`config.mk`:
```
export PLATFORM = sky130hd
export DESIGN_NAME = time_set_controller
export DESIGN_NICKNAME = d
export VERILOG_FILES = /design/src/rtl/time_set_controller.sv
export SDC_FILE = /design/constraint.sdc
export NUM_CORES = 1
export LEC_CHECK = 0
export ABC_AREA = 0
export CAP_MARGIN = 20
export CORE_MARGIN = 1
export CORE_UTILIZATION = 42
export DETAILED_ROUTE_END_ITERATION = 8
export PLACE_DENSITY_LB_ADDON = 0.05
export SETUP_SLACK_MARGIN = 0.5
export SYNTH_ARGS = -nofsm -noshare
export SYNTH_HDL_FRONTEND = slang
export SYNTH_SLANG_ARGS = --single-unit
```
`constraint.sdc`:
```
create_clock -name i_clk -period 2.5 [get_ports i_clk]
set_input_delay 0.5 -clock i_clk [delete_from_list [all_inputs] [get_ports i_clk]]
set_output_delay 0.5 -clock i_clk [all_outputs]
set_load 0.01 [all_outputs]
```
`src/rtl/time_set_controller.sv`:
```
// ---------------------------------------------------------------------------
// time_set_controller
//
// Input-side companion to the FND time display. Debounces three raw
// push-buttons and runs the hour/min/sec edit FSM. On commit it issues a
// one-cycle load strobe carrying the edited time into the time counter. It
// also exports which field is being edited and a blink phase, so the display
// path can flash that field.
//
// Parameters
//   CLK_HZ       clock frequency in Hz
//   DEBOUNCE_MS  stable time before a button level is accepted
//   BLINK_HZ     blink rate while editing
//   TIMEOUT_S    inactivity abort time (only with TIME_SET_TIMEOUT_EN)
//
// Ports
//   i_clk          in   1  system clock
//   i_reset        in   1  asynchronous, active-low reset
//   i_btn_mode     in   1  raw mode button, active-high, asynchronous
//   i_btn_up       in   1  raw increment button, active-high, asynchronous
//   i_btn_down     in   1  raw decrement button, active-high, asynchronous
//   i_hour         in   6  current hour from the time counter (0..23)
//   i_min          in   6  current minute (0..59)
//   i_sec          in   6  current second (0..59)
//   o_set_hour     out  6  shadow hour being edited / loaded
//   o_set_min      out  6  shadow minute
//   o_set_sec      out  6  shadow second
//   o_load         out  1  1-cycle strobe: counter takes o_set_* this cycle
//   o_edit_active  out  1  high in any EDIT state
//   o_field        out  2  0=none, 1=hour, 2=min, 3=sec
//   o_blink        out  1  blink phase for the edited field
//
// Build option
//   TIME_SET_TIMEOUT_EN : when defined, an EDIT state with no button press
//   for TIMEOUT_S*CLK_HZ cycles drops back to IDLE without loading.
// ---------------------------------------------------------------------------
module time_set_controller #(
    parameter int CLK_HZ      = 100_000_000,
    parameter int DEBOUNCE_MS = 10,
    parameter int BLINK_HZ    = 2,
    parameter int TIMEOUT_S   = 10
) (
    input  logic       i_clk,
    input  logic       i_reset,
    input  logic       i_btn_mode,
    input  logic       i_btn_up,
    input  logic       i_btn_down,
    input  logic [5:0] i_hour,
    input  logic [5:0] i_min,
    input  logic [5:0] i_sec,
    output logic [5:0] o_set_hour,
    output logic [5:0] o_set_min,
    output logic [5:0] o_set_sec,
    output logic       o_load,
    output logic       o_edit_active,
    output logic [1:0] o_field,
    output logic       o_blink
);

    localparam int DB_CYC  = CLK_HZ / 1000 * DEBOUNCE_MS;
    localparam int DB_W    = (DB_CYC > 1) ? $clog2(DB_CYC) : 1;
    localparam int BL_HALF = CLK_HZ / (2 * BLINK_HZ);
    localparam int BL_W    = (BL_HALF > 1) ? $clog2(BL_HALF) : 1;

    localparam logic [5:0] HOUR_MAX = 6'd23;
    localparam logic [5:0] MS_MAX   = 6'd59;

    // Refuse parameter sets that would give zero-length debounce, blink or
    // timeout periods.
    if (DB_CYC < 1 || BL_HALF < 1 || TIMEOUT_S < 1) begin : g_param_check
        $error("time_set_controller: illegal parameter set");
    end

    typedef enum logic [2:0] {
        IDLE      = 3'd0,
        EDIT_HOUR = 3'd1,
        EDIT_MIN  = 3'd2,
        EDIT_SEC  = 3'd3,
        COMMIT    = 3'd4
    } state_t;

    // Button index: 0 = mode, 1 = up, 2 = down
    logic [2:0]      btn_raw;
    logic [2:0]      sync_p0;
    logic [2:0]      sync_p1;
    logic [2:0]      db_level;
    logic [2:0]      db_prev;
    logic [2:0]      press_p2;
    logic [DB_W-1:0] db_cnt [3];

    state_t          state;
    logic [BL_W-1:0] blink_cnt;

    logic            press_mode;
    logic            step_up;
    logic            step_dn;

    assign btn_raw = {i_btn_down, i_btn_up, i_btn_mode};

    // Wrap helpers keep every shadow value inside 0..max.
    function automatic logic [5:0] wrap_inc(input logic [5:0] v, input logic [5:0] max);
        return (v >= max) ? 6'd0 : v + 6'd1;
    endfunction

    function automatic logic [5:0] wrap_dec(input logic [5:0] v, input logic [5:0] max);
        return (v == 6'd0 || v > max) ? max : v - 6'd1;
    endfunction

    function automatic logic [5:0] sanitize(input logic [5:0] v, input logic [5:0] max);
        return (v > max) ? 6'd0 : v;
    endfunction

    // ---- stage p0/p1: two-flop synchroniser --------------------------------
    always_ff @(posedge i_clk or negedge i_reset) begin
        if (!i_reset) begin
            sync_p0 <= '0;
            sync_p1 <= '0;
        end else begin
            sync_p0 <= btn_raw;
            sync_p1 <= sync_p0;
        end
    end

    // ---- stage p2: stability counter, debounced level, press pulse ---------
    // The counter only runs while the synchronised sample differs from the
    // accepted level; any sample that agrees with the level restarts it, so
    // the level moves only after DB_CYC consecutive equal samples.
    always_ff @(posedge i_clk or negedge i_reset) begin
        if (!i_reset) begin
            db_level <= '0;
            db_prev  <= '0;
            press_p2 <= '0;
            for (int i = 0; i < 3; i++) db_cnt[i] <= '0;
        end else begin
            for (int i = 0; i < 3; i++) begin
                if (sync_p1[i] == db_level[i]) begin
                    db_cnt[i] <= '0;
                end else if (db_cnt[i] == DB_W'(DB_CYC - 1)) begin
                    db_cnt[i]   <= '0;
                    db_level[i] <= sync_p1[i];
                end else begin
                    db_cnt[i] <= db_cnt[i] + 1'b1;
                end
            end
            db_prev  <= db_level;
            press_p2 <= db_level & ~db_prev;
        end
    end

    // Mode beats up/down; up and down together cancel each other.
    assign press_mode = press_p2[0];
    assign step_up    = press_p2[1] & ~press_p2[2] & ~press_p2[0];
    assign step_dn    = press_p2[2] & ~press_p2[1] & ~press_p2[0];

`ifdef TIME_SET_TIMEOUT_EN
    localparam longint TO_CYC = longint'(TIMEOUT_S) * longint'(CLK_HZ);
    localparam int     TO_W   = (TO_CYC > 1) ? $clog2(TO_CYC) : 1;
    logic [TO_W-1:0] to_cnt;
`endif

    // ---- stage p3: edit FSM with registered outputs -------------------------
    always_ff @(posedge i_clk or negedge i_reset) begin
        if (!i_reset) begin
            state         <= IDLE;
            o_set_hour    <= '0;
            o_set_min     <= '0;
            o_set_sec     <= '0;
            o_load        <= 1'b0;
            o_edit_active <= 1'b0;
            o_field       <= 2'd0;
            o_blink       <= 1'b0;
            blink_cnt     <= '0;
`ifdef TIME_SET_TIMEOUT_EN
            to_cnt        <= '0;
`endif
        end else begin
            o_load <= 1'b0;
            case (state)
                IDLE: begin
                    o_edit_active <= 1'b0;
                    o_field       <= 2'd0;
                    o_blink       <= 1'b0;
                    blink_cnt     <= '0;
                    if (press_mode) begin
                        o_set_hour    <= sanitize(i_hour, HOUR_MAX);
                        o_set_min     <= sanitize(i_min, MS_MAX);
                        o_set_sec     <= sanitize(i_sec, MS_MAX);
                        state         <= EDIT_HOUR;
                        o_edit_active <= 1'b1;
                        o_field       <= 2'd1;
                        o_blink       <= 1'b1;
`ifdef TIME_SET_TIMEOUT_EN
                        to_cnt        <= '0;
`endif
                    end
                end

                EDIT_HOUR, EDIT_MIN, EDIT_SEC: begin
                    if (press_mode) begin
                        blink_cnt <= '0;
                        o_blink   <= 1'b1;
                        case (state)
                            EDIT_HOUR: begin
                                state   <= EDIT_MIN;
                                o_field <= 2'd2;
                            end
                            EDIT_MIN: begin
                                state   <= EDIT_SEC;
                                o_field <= 2'd3;
                            end
                            default: begin
                                state         <= COMMIT;
                                o_load        <= 1'b1;
                                o_field       <= 2'd0;
                                o_edit_active <= 1'b0;
                                o_blink       <= 1'b0;
                            end
                        endcase
                    end else begin
                        if (step_up || step_dn) begin
                            case (state)
                                EDIT_HOUR: o_set_hour <= step_up ? wrap_inc(o_set_hour, HOUR_MAX)
                                                                 : wrap_dec(o_set_hour, HOUR_MAX);
                                EDIT_MIN:  o_set_min  <= step_up ? wrap_inc(o_set_min, MS_MAX)
                                                                 : wrap_dec(o_set_min, MS_MAX);
                                default:   o_set_sec  <= step_up ? wrap_inc(o_set_sec, MS_MAX)
                                                                 : wrap_dec(o_set_sec, MS_MAX);
                            endcase
                            blink_cnt <= '0;
                            o_blink   <= 1'b1;
                        end else if (blink_cnt == BL_W'(BL_HALF - 1)) begin
                            blink_cnt <= '0;
                            o_blink   <= ~o_blink;
                        end else begin
                            blink_cnt <= blink_cnt + 1'b1;
                        end
                    end
`ifdef TIME_SET_TIMEOUT_EN
                    // Any press, even a cancelled up+down pair, counts as
                    // activity. The abort assignments come last so they win.
                    if (|press_p2) begin
                        to_cnt <= '0;
                    end else if (to_cnt == TO_W'(TO_CYC - 1)) begin
                        to_cnt        <= '0;
                        state         <= IDLE;
                        o_edit_active <= 1'b0;
                        o_field       <= 2'd0;
                        o_blink       <= 1'b0;
                        blink_cnt     <= '0;
                    end else begin
                        to_cnt <= to_cnt + 1'b1;
                    end
`endif
                end

                COMMIT: begin
                    state <= IDLE;
                end

                default: begin
                    state <= IDLE;
                end
            endcase
        end
    end

endmodule
```
# ---- Word-level counts from Yosys, hierarchy flattened
# Cells that the tools add are included.
dict set report classes {
  n_addsub 10
  multipliers 0
  n_div 0
  n_lt_le_gt_ge 9
  eq_ne 18
  shift 0
  mux 57
  n_bitwise 13
  reduce_logical 21
}
# op n
set ops {}
lappend ops {{$mux 6} 24}
lappend ops {{$mux 20} 6}
lappend ops {{$mux 25} 3}
lappend ops {{$add 20x1->20 const B} 3}
lappend ops {{$eq 20x20->1 const B} 3}
lappend ops {{$pmux 25 s2} 1}
lappend ops {{$pmux 6 s2} 3}
lappend ops {{$add 25x1->25 const B} 1}
lappend ops {{$eq 25x25->1 const B} 1}
lappend ops {{$gt 6x6->1 const B} 4}
lappend ops {{$add 6x1->6 const B} 3}
lappend ops {{$logic_not 6->1} 3}
lappend ops {{$sub 6x1->6 const B} 3}
lappend ops {{$reduce_and 5->1} 3}
lappend ops {{$ne 2x2->1 const B} 7}
lappend ops {{$ge 6x6->1 const B} 2}
lappend ops {{$gt 6x5->1 const B} 2}
lappend ops {{$pmux 3 s2} 2}
lappend ops {{$reduce_and 2->1} 6}
lappend ops {{$mux 1} 11}
lappend ops {{$pmux 2 s2} 2}
lappend ops {{$not 1->1} 7}
lappend ops {{$eq 3x2->1 const B} 2}
lappend ops {{$ge 6x5->1 const B} 1}
lappend ops {{15 further kinds} 25}
dict set report word_totals {
  reg_bits 126
  latch_bits 0
  ram_bits 0
  rom_bits 0
  output_inout_bits 23
  word_cells 147
  mem_count 0
}

# ---- Logic depth before layout (Yosys ltp)
dict set report depth {
  word_depth 8
  depth_mapped 8
}

# ---- Least setup slack after synthesis
# Ideal clock, no wire load.
dict set report synth_path {
  kind {register to register}
  startpoint {reg o_set_hour[0]}
  endpoint {reg o_set_hour[4]}
  arrival_time_ns 1.684
  t_required_ns 2.379
  path_slack_ns 0.695
  stages_incl_launch_ff 8
  cell_sequence {dfrtp_1 -> inv_1 -> ha_1 -> or2_2 -> a21oi_1 -> o21bai_1 -> a211o_1 -> a22o_1}
}
dict set report synth_between {
  elab_chain_cells 8
}
# item line_no
set synth_rtl {}
lappend synth_rtl {{start, declared} 51} ;# output logic [5:0] o_set_hour,
lappend synth_rtl {{start signal, assigned} 185} ;# o_set_hour <= sanitize(i_hour, HOUR_MAX);
lappend synth_rtl {{start signal, assigned} 222} ;# EDIT_HOUR: o_set_hour <= step_up ? wrap_inc(o_set_hour, HOUR_MAX)
lappend synth_rtl {{$gt 6x5->1 / $logic_not 6->1 (equally long branches)} 106} ;# return (v == 6'd0 || v > max) ? max : v - 6'd1;
lappend synth_rtl {{$logic_or 1x1->1} 106}
lappend synth_rtl {{$mux 6} 106}
lappend synth_rtl {{$mux 6 *} 222}
lappend synth_rtl {{$mux 6 *} 221} ;# case (state)
lappend synth_rtl {{$mux 6 *} 220} ;# if (step_up || step_dn) begin
lappend synth_rtl {{$mux 6 *} 199} ;# if (press_mode) begin
lappend synth_rtl {{$pmux 6 s2 *} 178} ;# case (state)
# Mark *: on every way between the ends. The rest lies on a longest branch, timed or not. The select of a mux whose other input is x is not followed.
# A chain may end at the register's enable or synchronous reset.

# ---- Worst setup path in the final report
dict set report layout_path {
  startpoint {reg o_set_min[1]}
  endpoint {out o_set_min[1]}
}
# item line_no
set layout_rtl {}
lappend layout_rtl {{start, declared} 52} ;# output logic [5:0] o_set_min,
lappend layout_rtl {{start signal, assigned} 186} ;# o_set_min <= sanitize(i_min, MS_MAX);
lappend layout_rtl {{start signal, assigned} 224} ;# EDIT_MIN: o_set_min <= step_up ? wrap_inc(o_set_min, MS_MAX)
# No word-level cell between the ends.

==> summary.txt <==
Outcome
  – Status: completed

Synthesis
  – Top_reg_cell synth: dfrtp_1
  – Ys Warns: 0
  – Post-synth top area share: 46.5%
  – Synth Register Bits: 126
  – Post-synth EDFFs: 0
  – Post-synth top area cell: dfrtp_1
  – Sequential fraction of the synthesis area: 46.5%
  – Fraction of registers with async set or reset after synthesis: 100%
  – Synth area leaders: dfrtp_1, nor2_1, xor2_1, nand3_1, xnor2_1
  – Cell variety after synth: 68
  – Area of the mapped netlist: 0.00678 mm²
  – Post-Synthesis Cells: 729
  – Synth Net Count: 765
  – Syn Area/Cell: 9.31 µm²

Route
  – Antenna Nets Post-Route: 0
  – Total Wirelength: 15.5 mm
  – Via count: 5547
  – Max layer used: met5
  – Wire per inst: 15.2 µm
  – Vias per inst: 5.42
  – Iteration-0 DRC Markers: 344
  – First-pass DRT Iterations: 4
  – DR WL met3: 635 µm
  – Metal2 WL: 7.15 mm
  – Number of remaining DRC errors: 0
  – Metal-1 WL: 7.50 mm

Critical path
  – R2R Setup Slk: 600 ps
  – CP max-delay cell: clkdlybuf4s50_1
  – CP peak stage delay: 580 ps
  – Setup crit end kind: primary output
  – Worst r2r dst: o_set_hour[2]$_DFFE_PN0P_
  – Crit path required time: 2000 ps
  – Crit path launch type: flop
  – Kind of critical path: flop to primary output
  – CP top delay family: buffers and inverters
  – R2r worst-path depth: 7
  – RR Startpoint: o_set_hour[1]$_DFFE_PN0P_
  – CP bufs+invs: 1
  – WP data arrival: 1450 ps
  – CP Cell Sequence: clkdlybuf4s50_1
  – Peak fanout along the critical path: 7

Finish
  – Commonest non-fill, non-tap cells in the layout: nor2_1, dfrtp_1, nand3_1
  – Commonest non-fill, non-tap cell in the layout: nor2_1
  – # diodes: 0
  – Fin area: 0.00832 mm²
  – Fill cells: 1416
  – Final net count: 831
  – Ratio of cells with drive above 1 in the final layout: 13.7%
  – Area growth from synthesis to layout: 22.7%
  – Final Non-Filler Cells: 1024

Clock tree
  – Cts hold-fix bufs: 0
  – Worst-Skew Late Latency: 420 ps
  – Clock-pin slew of the registers on the worst-case setup and hold paths: 60 ps
  – Max clock buf depth: 2
  – H-tree levels: 4
  – CTS Sinks: 126
  – CTS tree: done
  – Total CTS buffers: 17
  – CTS Root Buffer Type: clkbuf_16

Floorplan
  – Initial Util: 42.9%
  – Die Ht: 129 µm
  – Die area: 0.0167 mm²
  – Die Width: 129 µm
  – # rows: 46
  – Io pins: 46
  – Core ar.: 0.0158 mm²

Timing
  – Period utilisation layout: 78.1%
  – Least-Margin Pin Slew: 610 ps
  – Fin Clk Skew: 9.33 ps
  – Crit path time final: 1950 ps
  – Setup violations, final: 0
  – Worst slew margin: 59.4%
  – Fin. Hold Viols: 0
  – Slew Limit Fails: 0
  – Setup TNS: 0 ps
  – RSZ-0062 raised after global routing: false
  – Max Fclk: 512 MHz

Placed design
  – GPL Wtd Cong: 0.845
  – PortBufs: 45
  – Placed instance count: 972
  – Dpl hpwl: 10.6 mm
  – Dpl cell area: 0.00747 mm²

Global routing
  – Total Routing Usage GR: 19.4%
  – Largest net degree at the start of global routing: 43
  – Initial antenna violation count: 1
  – Wire length of the first global-routing pass: 25.3 mm
  – Grt ovf: 0
  – Number of global-route vias before repair: 5206

Job
  – Max Cap Violations: 0

Power
  – Max IR drop VDD: 0.000466 V
  – Lkg Pwr: 3.50 nW
  – PD cells: 575 mW/mm²

Min path
  – Hold Path Class: input port to async pin
-- metrics by stage --
stage | power [mW] | setup slack, ps | hold slack [ps] | util (%)
6_report | 4.78 | 548 | 96.0 | 52.6
5_1_grt | 4.95 | 501 | 133 | 52.6
4_1_cts | 4.84 | 484 | 114 | 51.3
3_5_place_dp | 2.29 | 312 | 340 | 47.2
3_3_place_gp | 2.29 | 345 | 335 | 47.2
2_1_floorplan | 2.18 | 695 | 204 | -
-- state kept, by name (all words and copies together) (netlist names), 6 cells and up --
register and count:
blink_cnt 25, db_cnt 60, o_set_hour 6, o_set_min 6, o_set_sec 6
-- cells in the mapped netlist, drive strengths merged (3+ instances only) --
library cell,count
a21oi,23
a31oi,10
nor2,124
nor3b,3
or2,5
or3,3
mux2,5
xnor2,29
o21ai,24
buf,18
and2,3
clkbuf,11
nor4,11
dfrtp,126
nand2b,3
nor3,19
a221oi,5
a22o,5
a211o,4
o21bai,3
a2bb2oi,4
and3,21
ha,13
nand2,48
nand3,54
xor2,53
nor2b,8
a211oi,4
inv,19
nand4,18
nor4b,5
and4,10
-- power breakdown --
| part | switching [mW] | internal [mW] | total, mW |
|---|---|---|---|
| registers | 0.0194 | 2.06 | 2.08 |
| clock network | 1.03 | 1.50 | 2.53 |
| logic | 0.100 | 0.0750 | 0.175 |
-- worst reg2reg max path, cell delays in order (launching register included) --
cell	delay [ps]
dfrtp_2	440
inv_1	80
ha_1	190
nor2b_1	160
a211o_1	290
a221oi_1	310
o21ai_0	130
a22o_1	190
-- kinds of logic (layout without fill, tap and decap cells) --
group	Yosys count	count (layout)	share of synthesized area, %
adders and majority gates	13	13	2.40
buffers and inverters	48	126	3.04
and+or+nand+nor	343	344	25.1
xor gates and xnor gates	82	82	10.7
AOI/OAI and AO/OA	111	111	11.3
DFF	126	126	46.5
muxes	6	6	0.977
-- cell type report --
class / count / area [µm²] / share of cell area [%]
multi-input combinational: 556 / 3510 / 42.1
inverter: 19 / 71.3 / 0.857
tap: 216 / 270 / 3.25
sequential: 126 / 3180 / 38.1
clock buffer: 17 / 425 / 5.11
timing repair buffer: 75 / 697 / 8.37
clock inverter: 15 / 176 / 2.12
-- what timing repair did --
| item | CTS | global route |
|---|---|---|
| pin swaps | 0 | 1 |
| gates cloned | 0 | 1 |
| setup buffers | 1 | 18 |
| setup endpoints to repair | 34 | 58 |
| resized for setup | 19 | 19 |
-- routing by layer --
metal	track usage (%)	vias to the layer above
met4	6.30	2
li1	-	2718
met1	26.4	2693
met5	0	-
met2	30.2	113
met3	5.04	21
-- worst max path at each step --
stage / from / end / cells after the start
after global routing: state[2]$_DFFE_PN0P_ / o_set_sec[4]$_DFFE_PN0P_ / 5
final: o_set_min[1]$_DFFE_PN0P_ / o_set_min[1] / 1
after floorplan: o_set_hour[0]$_DFFE_PN0P_ / o_set_hour[4]$_DFFE_PN0P_ / 7
after CTS: state[1]$_DFFE_PN0P_ / o_set_hour[3]$_DFFE_PN0P_ / 6
after detailed placement: press_p2[0]$_DFF_PN0_ / o_set_min[2]$_DFFE_PN0P_ / 5
after global placement: i_sec[4] / o_set_sec[4]$_DFFE_PN0P_ / 6
Power figures use the tool's default switching activity.
